===== config.mk =====
export PLATFORM = sky130hd
export DESIGN_NAME = mcs4_shift_register_n
export DESIGN_NICKNAME = d
export VERILOG_FILES = /design/src/rtl/mcs4_shift_register_n.sv
export SDC_FILE = /design/constraint.sdc
export NUM_CORES = 1
export LEC_CHECK = 0
export ABC_AREA = 0
export CORE_ASPECT_RATIO = 2
export CORE_UTILIZATION = 40
export DETAILED_ROUTE_END_ITERATION = 16
export GPL_TIMING_DRIVEN = 0
export PLACE_DENSITY = 0.65
export SYNTH_ARGS = -nofsm -noshare
export SYNTH_HDL_FRONTEND = slang
export SYNTH_SLANG_ARGS = --single-unit

===== constraint.sdc =====
create_clock -name sysclk -period 3.9 [get_ports sysclk]
set_input_delay 1.17 -clock sysclk [delete_from_list [all_inputs] [get_ports sysclk]]
set_output_delay 1.17 -clock sysclk [all_outputs]
set_load 0.02 [all_outputs]

===== src/rtl/mcs4_shift_register_n.sv =====
// Cascadable i4003-style shift register: CP strobe qualified on sysclk,
// shift on qualified rise, cascade output on qualified fall.
module mcs4_shift_register_n #(
  parameter int SYSCLK_TCY     = 20,
  parameter int WIDTH          = 10,
  parameter int LATCH_DELAY_NS = 250
) (
  input  logic             sysclk,
  input  logic             sysreset,
  input  logic             cp,
  input  logic             serial_in,
  input  logic             shift_dir,
  input  logic             load,
  input  logic [WIDTH-1:0] parallel_in,
  input  logic             enable,
  output logic [WIDTH-1:0] parallel_out,
  output logic             serial_out,
  output logic             full
);

  localparam int LATCH_DELAY_CY =
    (LATCH_DELAY_NS + SYSCLK_TCY - 1) / SYSCLK_TCY;
  localparam int CW = $clog2(LATCH_DELAY_CY + 1);
  localparam int NW = $clog2(WIDTH + 1);

  localparam logic [CW-1:0] DLY_MAX = CW'(LATCH_DELAY_CY);
  localparam logic [NW-1:0] CNT_MAX = NW'(WIDTH);

  logic             cp_q, cp_d;
  logic [CW-1:0]    dly_q, dly_d;
  logic             rise, fall;
  logic [WIDTH-1:0] shift_q, shift_d;
  logic             so_q, so_d;
  logic [NW-1:0]    cnt_q, cnt_d;
  logic             full_q, full_d;

  // Any sample back at the qualified level restarts the delay.
  always_comb begin
    cp_d  = cp_q;
    dly_d = '0;
    rise  = 1'b0;
    fall  = 1'b0;
    if (cp != cp_q) begin
      if (dly_q == DLY_MAX) begin
        cp_d = cp;
        rise = cp;
        fall = ~cp;
      end else begin
        dly_d = dly_q + CW'(1);
      end
    end
  end

  always_comb begin
    shift_d = shift_q;
    cnt_d   = cnt_q;
    so_d    = so_q;
    if (load) begin
      shift_d = parallel_in;
      cnt_d   = '0;
    end else if (rise) begin
      if (shift_dir)
        shift_d = {serial_in, shift_q[WIDTH-1:1]};
      else
        shift_d = {shift_q[WIDTH-2:0], serial_in};
      if (cnt_q != CNT_MAX)
        cnt_d = cnt_q + NW'(1);
    end
    if (fall)
      so_d = shift_dir ? shift_q[0] : shift_q[WIDTH-1];
    full_d = (cnt_d == CNT_MAX);
  end

  always_ff @(posedge sysclk) begin
    if (sysreset) begin
      cp_q    <= 1'b0;
      dly_q   <= '0;
      shift_q <= '0;
      so_q    <= 1'b0;
      cnt_q   <= '0;
      full_q  <= 1'b0;
    end else begin
      cp_q    <= cp_d;
      dly_q   <= dly_d;
      shift_q <= shift_d;
      so_q    <= so_d;
      cnt_q   <= cnt_d;
      full_q  <= full_d;
    end
  end

  assign parallel_out = enable ? shift_q : '0;
  assign serial_out   = so_q;
  assign full         = full_q;

endmodule


==> results.sh <==
export IMPL_cts_setup_buffers=0
export IMPL_yosys_area_top_type_share_pct=36.8
export IMPL_worstPathArrival_ps=2550
export IMPL_crit_type="input port to output port"
export IMPL_num_antenna_cells=0
export IMPL_grt_pass1_vias=1063
export IMPL_synthArstFlopShare_pct=0
export IMPL_grt_max_degree=12
export IMPL_hpwl_mm=2.13
export IMPL_rsz0062_at_grt="no"
export IMPL_fin_skew_ps=3.71
export IMPL_r2r_slack_ps=2070
export IMPL_total_power_w=0.000442
export IMPL_gp_congestion=0.761
export IMPL_drv_slew=0
export IMPL_drcViolationCount=0
export IMPL_grt_usage_pct=20.1
export IMPL_coreArea_um2=2740
export IMPL_yosys_warnings=0
export IMPL_seq_area_frac_synth_pct=36.8
export IMPL_final_common_cell="clkdlybuf4s50_1"
export IMPL_antenna_found_initial=0
export IMPL_grt_overflow=0
export IMPL_p_sw_w=0.000112
export IMPL_outcome="finished clean"
export IMPL_seqCellArea_um2=420
export IMPL_rr_startpoint="dly_q[0]$_SDFF_PP0_"
export IMPL_io_buffers=27
export IMPL_power_density_nw_per_um2=296
export IMPL_hp_class="register to register"
export IMPL_slew_limit_headroom_pct=66.3
export IMPL_avgSynthCellArea_um2=8.33
export IMPL_syn2layout_area_growth_pct=30.8
export IMPL_first_iter_violations=26
export IMPL_switching_share_pct=25.4
export IMPL_die_y_um=77.5
export IMPL_num_rows=27
export IMPL_clkPwrFrac_pct=33.5
export IMPL_crit_fanout=10
export IMPL_mostFrequentLayoutCells="27 x clkdlybuf4s50_1, 21 x dfxtp_1, 14 x nand2_1"
export IMPL_viasPerCell=5.56
export IMPL_htreeDepth=1
export IMPL_syn_num_nets=158
export IMPL_initial_utilization_pct=41.7
export IMPL_clk_pin_slew_ps=80
export IMPL_hold_start="dly_q[0]$_SDFF_PP0_"
export IMPL_seqPwrFrac_pct=51.7
export IMPL_cts_tree="yes"
export IMPL_fill_cells=260
export IMPL_syn_area_um2=1140
export IMPL_critical_path_startpoint="enable"
export IMPL_worst_slew_pin_slew_ps=506
export IMPL_ys_flop_type="dfxtp_1"
export IMPL_synth_cells=137
export IMPL_synthTopCellsByArea="dfxtp_1 37%, mux2i_1 9.6%, and2_1 5.5%, nand3_1 5.3%, o21ai_0 5.3%"
export IMPL_cp_common_cell="clkdlybuf4s50_1"
export IMPL_hold_path_depth=1
export IMPL_drtPass1Iterations=4
export IMPL_cp_end_kind="output port"
export IMPL_ir_drop_mv=0.173
export IMPL_ios=29
export IMPL_ctsLongestPathBuffers=2
export IMPL_required_ps=2730
export IMPL_ant_nets=0
export IMPL_finalSetupViolations=0
export IMPL_ys_types=31
export IMPL_setup_tns_ps=0
export IMPL_slowest_stage="clkdlybuf4s50_1"
export IMPL_leakagePower_nw=0.549
export IMPL_min_delay_worst_endpoint="dly_q[0]$_SDFF_PP0_"
export IMPL_fmax_mhz=269
export IMPL_p_int_w=0.000329
export IMPL_synth_edf_count=0
export IMPL_clock_latency_ps=260
export IMPL_ctsResizeCount=0
export IMPL_dieWidth_um=39.8
export IMPL_drt_wl_total_mm=2.79
export IMPL_reg2reg_depth=6
export IMPL_final_nets=190
export IMPL_num_vias=1096
export IMPL_ys_ff_latch=21
export IMPL_layout_min_cycle_time_ps=3720
export IMPL_die_area_um2=3080
export IMPL_grt_pass1_wl_mm=4.52
export IMPL_synth_top_cell_by_area="dfxtp_1"
export IMPL_r2r_end="cnt_q[1]$_SDFF_PP0_"
export IMPL_multi_input_area_um2=681
export IMPL_hold_buffers=0
export IMPL_max_stage_delay_ps=610
export IMPL_pwr_share_comb_pct=14.8
export IMPL_clock_root_buffer="clkbuf_8"
export IMPL_post_route_period_util_pct=95.3
export IMPL_cts_buffers=3
export IMPL_path_cells="clkdlybuf4s50_1 -> and2_1 -> clkdlybuf4s50_1"
export IMPL_startpoint_type="input port"
export IMPL_wl_per_cell_um=14.2
export IMPL_drive_gt1_share_pct=4.76
export IMPL_hold_viol_final=0
export IMPL_clock_sinks=21
export IMPL_drv_cap=0
## cells in the mapped netlist, types with 3 or more instances
master and n:
a211oi_1 3, dfxtp_1 21, and2_1 10, o21ai_0 12, nor2_1 9, nand3_1 12, mux2i_1 11, o22ai_1 8
nand2_1 14, inv_1 3, ha_1 4, clkbuf_1 5, a21oi_1 3
## flip-flops by register name, summed over array words and instances (netlist names)
signal	count
cnt_q	4
cp_q	1
dly_q	4
full	1
serial_out	1
shift_q	10
## worst max-delay path: cells and delay by family
family	cells	cell delay, ps
buffers and inverters	2	1210
AND/OR/NAND/NOR	1	170
## power groups by stage
stage / registers, W / clock network (W) / logic [W]
5_1_grt: 0.000229 / 0.000154 / 0.0000712
6_report: 0.000229 / 0.000148 / 0.0000654
4_1_cts: 0.000229 / 0.000148 / 0.0000660
3_3_place_gp: 0.000233 / 0 / 0.0000645
3_5_place_dp: 0.000234 / 0 / 0.0000656
2_1_floorplan: 0.000231 / 0 / 0.0000350
## final cells by class
type	instances	area share [%]
plain buffers	7	1.93
clock buffers	4	3.02
inverters	3	0.754
multi-input cells	106	45.6
flip-flops and latches	21	28.2
well taps	29	2.43
repair buffers	27	18.1
## how the worst max path moves through the flow
| stage | depth (start not counted) | slack [ps] | end |
|---|---|---|---|
| after floorplan | 1 | 1340 | parallel_out[0] |
| after global placement | 3 | 170 | parallel_out[5] |
| after detailed placement | 3 | 170 | parallel_out[5] |
| after CTS | 3 | 160 | parallel_out[7] |
| after global routing | 3 | 90 | parallel_out[1] |
| final | 3 | 180 | parallel_out[7] |
## metrics by stage
| stage | instance area, µm² | std cells | hold slack [ps] | setup slack, ps | utilization [%] |
|---|---|---|---|---|---|
| finish | 1490 | 197 | 468 | 182 | 54.5 |
| floorplan | 1140 | 137 | 433 | 1340 | - |
| detailed placement | 1450 | 193 | 460 | 166 | 52.9 |
| CTS | 1490 | 197 | 478 | 161 | 54.5 |
| global route | 1490 | 197 | 491 | 88.4 | 54.5 |
| global placement | 1450 | 193 | 445 | 170 | 52.9 |
## routing by layer
layer,global-route usage [%],vias to the layer above,part of all wire (%)
met1,22.0,518,42
li1,-,548,-
met2,35.7,25,53
met5,0,-,0
met4,8.97,0,2.0
met3,1.71,5,2.5
## kinds of logic (layout without fill, tap and decap cells)
family | count (synthesis) | in the layout | synth area share (%)
adders and majority gates | 4 | 4 | 4.39
AOI/OAI and AO/OA | 32 | 32 | 17.4
muxes | 11 | 11 | 9.65
buffers and inverters | 10 | 41 | 3.51
and+or+nand+nor | 56 | 56 | 25.9
DFF | 21 | 21 | 36.8
xor gates and xnor gates | 3 | 3 | 2.30
No activity file was read; power rests on OpenSTA's default activity.
